[src/rtl/u2_to_zm_serial_pkg.sv]
// Shared types for the serial U2/ZM converter family.
// State encoding and o_status bit positions.
package u2_to_zm_serial_pkg;

  typedef enum logic [1:0] {
    IDLE,
    SHIFT,
    FINISH,
    DONE
  } state_e;

  localparam int STAT_ERR    = 0;
  localparam int STAT_SIGN   = 1;
  localparam int STAT_PARITY = 2;
  localparam int STAT_ONES   = 3;

endpackage

[src/rtl/u2_to_zm_serial_if.sv]
// Operand/result handshake bundle for the serial converter.
// master drives operands and result-ready; slave is the block.
interface u2_to_zm_serial_if #(
  parameter int m = 4
);
  logic         i_valid;
  logic         o_ready;
  logic [m-1:0] i_argA;
  logic         o_valid;
  logic         i_ready;
  logic [m-1:0] o_result;
  logic [3:0]   o_status;

  modport master (
    output i_valid, i_argA, i_ready,
    input  o_ready, o_valid, o_result, o_status
  );

  modport slave (
    input  i_valid, i_argA, i_ready,
    output o_ready, o_valid, o_result, o_status
  );
endinterface

[src/rtl/zm_status_flags.sv]
// Status flags for a sign-magnitude result.
// An error forces every other flag to zero.
module zm_status_flags
  import u2_to_zm_serial_pkg::*;
#(
  parameter int m = 4
) (
  input  logic [m-1:0] i_result,
  input  logic         i_err,
  output logic [3:0]   o_status
);

  // Flag decode from the final result
  always_comb begin
    o_status = '0;
    if (i_err) begin
      o_status[STAT_ERR] = 1'b1;
    end else begin
      o_status[STAT_SIGN]   = i_result[m-1];
      o_status[STAT_PARITY] = ~^i_result;
      o_status[STAT_ONES]   = &i_result;
    end
  end

endmodule

[src/rtl/u2_to_zm_serial.sv]
// Bit-serial two's complement to sign-magnitude converter.
// Magnitude is negated LSB first using a seen-one flag.
module u2_to_zm_serial
  import u2_to_zm_serial_pkg::*;
#(
  parameter int m = 4,
  parameter int n = 2
) (
  input  logic                 i_clk,
  input  logic                 i_rst_n,
  u2_to_zm_serial_if.slave     bus
);

  localparam int CW = $clog2(m);

  if (m < 2 || n < 0) begin : g_bad_cfg
    $error("u2_to_zm_serial: m must be >= 2");
  end

  state_e        state_q, state_d;
  logic [CW-1:0] cnt_q, cnt_d;
  logic          seen_q, seen_d;
  logic [m-1:0]  arg_q, arg_d;
  logic [m-2:0]  mag_q, mag_d;
  logic [m-1:0]  res_q, res_d;
  logic [3:0]    stat_q, stat_d;

  logic          in_bit;
  logic          out_bit;
  logic          err;
  logic [m-1:0]  fin_res;
  logic [3:0]    fin_stat;

  assign in_bit  = arg_q[cnt_q];
  assign out_bit = (arg_q[m-1] & seen_q) ? ~in_bit : in_bit;
  assign err     = arg_q[m-1] & ~|arg_q[m-2:0];
  assign fin_res = err ? '0 : {arg_q[m-1], mag_q};

  zm_status_flags #(
    .m(m)
  ) u_flags (
    .i_result (fin_res),
    .i_err    (err),
    .o_status (fin_stat)
  );

  // Next-state and datapath update
  always_comb begin
    state_d = state_q;
    cnt_d   = cnt_q;
    seen_d  = seen_q;
    arg_d   = arg_q;
    mag_d   = mag_q;
    res_d   = res_q;
    stat_d  = stat_q;
    unique case (state_q)
      IDLE: begin
        if (bus.i_valid) begin
          arg_d   = bus.i_argA;
          cnt_d   = '0;
          seen_d  = 1'b0;
          mag_d   = '0;
          state_d = SHIFT;
        end
      end
      SHIFT: begin
        mag_d[cnt_q] = out_bit;
        seen_d       = seen_q | in_bit;
        if (cnt_q == CW'(m-2)) begin
          state_d = FINISH;
        end else begin
          cnt_d = cnt_q + 1'b1;
        end
      end
      FINISH: begin
        res_d   = fin_res;
        stat_d  = fin_stat;
        state_d = DONE;
      end
      DONE: begin
        if (bus.i_ready) begin
          state_d = IDLE;
        end
      end
      default: state_d = IDLE;
    endcase
  end

  // State and datapath registers
  always_ff @(posedge i_clk or negedge i_rst_n) begin
    if (!i_rst_n) begin
      state_q <= IDLE;
      cnt_q   <= '0;
      seen_q  <= 1'b0;
      arg_q   <= '0;
      mag_q   <= '0;
      res_q   <= '0;
      stat_q  <= '0;
    end else begin
      state_q <= state_d;
      cnt_q   <= cnt_d;
      seen_q  <= seen_d;
      arg_q   <= arg_d;
      mag_q   <= mag_d;
      res_q   <= res_d;
      stat_q  <= stat_d;
    end
  end

  assign bus.o_ready  = (state_q == IDLE);
  assign bus.o_valid  = (state_q == DONE);
  assign bus.o_result = res_q;
  assign bus.o_status = stat_q;

endmodule

[src/flat_wrapper.sv]
// flat-port wrapper written by rule: the top's interface ports become plain ports
module u2_to_zm_serial_flat import u2_to_zm_serial_pkg::*;
#(
  parameter int m = 4,
  parameter int n = 2
)
  (i_clk, i_rst_n, bus_i_valid, bus_i_argA, bus_i_ready, bus_o_ready, bus_o_valid, bus_o_result, bus_o_status);
  u2_to_zm_serial_if #(.m(m)) bus_i ();
  input  logic i_clk;
  input  logic i_rst_n;
  input wire logic [$bits(bus_i.i_valid)-1:0] bus_i_valid;
  input wire logic [$bits(bus_i.i_argA)-1:0] bus_i_argA;
  input wire logic [$bits(bus_i.i_ready)-1:0] bus_i_ready;
  output wire logic [$bits(bus_i.o_ready)-1:0] bus_o_ready;
  output wire logic [$bits(bus_i.o_valid)-1:0] bus_o_valid;
  output wire logic [$bits(bus_i.o_result)-1:0] bus_o_result;
  output wire logic [$bits(bus_i.o_status)-1:0] bus_o_status;
  assign bus_i.i_valid = bus_i_valid;
  assign bus_i.i_argA = bus_i_argA;
  assign bus_i.i_ready = bus_i_ready;
  assign bus_o_ready = bus_i.o_ready;
  assign bus_o_valid = bus_i.o_valid;
  assign bus_o_result = bus_i.o_result;
  assign bus_o_status = bus_i.o_status;
  u2_to_zm_serial #(.m(m), .n(n)) u_core (.i_clk(i_clk), .i_rst_n(i_rst_n), .bus(bus_i));
endmodule
[config.mk]
export PLATFORM = sky130hd
export DESIGN_NAME = u2_to_zm_serial_flat
export DESIGN_NICKNAME = d
export VERILOG_FILES = /design/src/rtl/u2_to_zm_serial_pkg.sv /design/src/rtl/u2_to_zm_serial_if.sv /design/src/rtl/zm_status_flags.sv /design/src/rtl/u2_to_zm_serial.sv /design/src/flat_wrapper.sv
export SDC_FILE = /design/constraint.sdc
export NUM_CORES = 1
export LEC_CHECK = 0
export ABC_AREA = 1
export CORE_MARGIN = 10
export CORE_UTILIZATION = 40
export DETAILED_ROUTE_END_ITERATION = 10
export GPL_TIMING_DRIVEN = 0
export PLACE_DENSITY = 0.64
export SYNTH_ARGS = -nofsm -noshare
export SYNTH_HDL_FRONTEND = slang
export SYNTH_SLANG_ARGS = --single-unit
[constraint.sdc]
create_clock -name i_clk -period 2 [get_ports i_clk]
set_clock_uncertainty 0.2 [all_clocks]
set_input_delay 0.3 -clock i_clk [delete_from_list [all_inputs] [get_ports i_clk]]
set_output_delay 0.3 -clock i_clk [all_outputs]
set_load 0.005 [all_outputs]
==> results.cfg <==
[run_status]
status = completed

[pwr]
power_density_nw_per_um2 = 1520
vdd_drop_max_mv = 0.822
leakage_nw = 0.693

[worst_setup_path]
slowest_delay_ns = 0.45
crit_buf_inv = 1
setup.worst_path.end_class = output pin
worst_ep_required_time_ns = 1.50
crit_type = reg2out
cp.arrival_ns = 1.39
critPathMaxFanout = 3
path_delay_family = buffers and inverters
slowest_stage = clkdlybuf4s50_1
worst_setup_path_start_kind = flop
crit_chain = ha_1, clkdlybuf4s50_1

[floorplanning]
initial_core_util = 0.421
fp.coreArea_um2 = 2480
dieArea_um2 = 5050
die_h_um = 71.1
num_rows = 18
dieWidth_um = 71.1
ios = 18

[clock_network]
hold_buffers = 0
clk_pin_slew_ns = 0.10
cts_max_path_buffers = 2
cts_root_buffer = clkbuf_4
clkLatencyLatePin_ns = 0.29
cts.sinks = 19
numCtsBuffers = 3
htreeDepth = 1
tritoncts = done

[synth]
synth-warning-count = 0
yosys_register_bits = 19
post_synth_num_cell_types = 21
syn_inst = 128
synth_nets = 145
syn-cell-area_um2 = 1040
synth.avg_cell_area_um2 = 8.15
seq_area_frac_synth = 0.456

[sta]
period_needed_ns = 1.89
setup_viol = 0
max_freq_ghz = 0.530
slew_violations = 0
rsz0062_at_grt = false
fin_tns_setup_ns = 0
fin_ws_ns = 0.115
post-route-period-util = 0.943
worst-slew-pin-transition_ns = 0.854
slew-limit-headroom = 0.429
hold_ws_ns = 0.284
hold_violations = 0

[finish]
area_growth_pct = 24.2
nets = 168
layout-drive-gt1-share = 0.107
antenna_cells = 0
post-route-util = 0.523

[routing]
drt-pass1-iter-count = 6
antenna_left = 0
routed_wl_mm = 2.09
drcViolationCount = 0
drtIter0Drc = 22
wire_per_inst_um = 11.6
vias = 873
drt-vias-per-instance = 4.85

[global_route]
antenna_found_initial = 0
grt_pass1_wl_mm = 3.64
grt.overflow.total = 0
grt_usage = 0.0843
grt_pass1_vias = 902
grt_start_max_net_pins = 20

[placement]
hpwl_mm = 1.60
place_congestion = 0.778
pre_cts_ws_ns = 0.143
portBuffers = 17

[flow_run]
cap_violations = 0

[hold_path]
hold_path_class = in2async
-- stage by stage --
stage	power (mW)	area [um2]	std cells
after detailed placement	1.75	1250	175
final	1.97	1300	180
after global placement	1.72	1250	175
after global routing	2.20	1300	180
after CTS	2.00	1300	180
after floorplan	1.38	1040	128
-- power by group --
| part | leakage, nW | total [mW] | internal (mW) | switching [mW] |
|---|---|---|---|---|
| Combinational | 0.447 | 1.09 | 0.505 | 0.588 |
| Clock | 0.0150 | 0.191 | 0.0777 | 0.113 |
| Sequential | 0.231 | 0.685 | 0.562 | 0.123 |
| Total | 0.693 | 1.97 | 1.14 | 0.825 |
-- logic make-up (layout without fill, tap and decap cells) --
logic type	after synthesis	count (layout)	synth area share
adder cells (fa/ha/maj)	9	9	0.108
AND/OR/NAND/NOR	50	50	0.206
AO/OA/AOI/OAI	21	21	0.118
flip-flops	19	19	0.456
XOR/XNOR	1	1	0.00839
buffers and inverters	28	50	0.104
-- cell usage in the layout (no fill, tap or decap) --
master,instances
a21oi_1,8
a31oi_1,1
buf_4,2
clkbuf_1,1
clkbuf_4,3
clkdlybuf4s50_1,16
dfrtp_1,19
dlygate4sd2_1,1
ha_1,8
ha_4,1
inv_1,23
inv_2,4
nand2_1,30
nand2_2,2
nand2_4,1
nand3_1,7
nand4_1,1
nor2_1,7
nor2_2,1
nor3_1,1
o211ai_2,1
o21a_1,1
o21ai_0,8
o21ai_2,1
o31ai_1,1
xor2_1,1
-- worst paths after layout --
check / start / end / slack [ns] / cells after the start
min in group i_clk: u_core.bus.o_result[0] / u_core.bus.o_result[0] / 0.29 / 2
max in group asynchronous: i_rst_n / u_core.seen_q / 0.79 / 1
setup reg to reg: u_core.arg_q[2] / u_core.bus.o_status[2] / 0.27 / 7
setup / recovery: u_core.state_q[0] / bus_o_valid / 0.11 / 2
hold / removal: i_rst_n / u_core.arg_q[0] / 0.28 / 1
hold reg to reg: u_core.bus.o_result[0] / u_core.bus.o_result[0] / 0.29 / 2
-- synthesized netlist by cell type (all sizes together) --
cell type	instances	area share
a21oi	8	0.038
a31oi	1	0.0060
buf	1	0.0072
dfrtp	19	0.46
ha	9	0.11
inv	27	0.097
nand2	33	0.13
nand3	7	0.034
nand4	1	0.0060
nor2	8	0.031
nor3	1	0.0048
o211ai	1	0.012
o21a	1	0.0072
o21ai	9	0.047
o31ai	1	0.0072
xor2	1	0.0084
-- layout make-up --
| type | count | area (um2) |
|---|---|---|
| clock buffer | 4 | 26.3 |
| buffer | 1 | 7.51 |
| sequential | 19 | 475 |
| fill | 246 | 1180 |
| multi-input combinational | 81 | 472 |
| timing repair buffer | 18 | 176 |
| tap | 30 | 37.5 |
| inverter | 27 | 101 |
-- sequential cells by signal (all words and copies together), names as in the netlist --
signal               cells
u_core.bus.o_result      4
u_core.seen_q            1
u_core.cnt_q             2
u_core.arg_q             4
u_core.mag_q             3
u_core.state_q           2
u_core.bus.o_status      3
-- metal layers --
metal	GRT usage	vias up	routed length (um)
li1	-	444	-
met4	0.0237	0	17
met5	0	-	0
met2	0.150	24	997
met3	0.0460	4	185
met1	0.0821	401	888
-- what timing repair did --
action / CTS / global route
gates resized for setup: 5 / 0
setup buffers: 1 / 0
setup endpoints to repair: 1 / 0
Note: power is estimated with default switching activity, not from simulation.
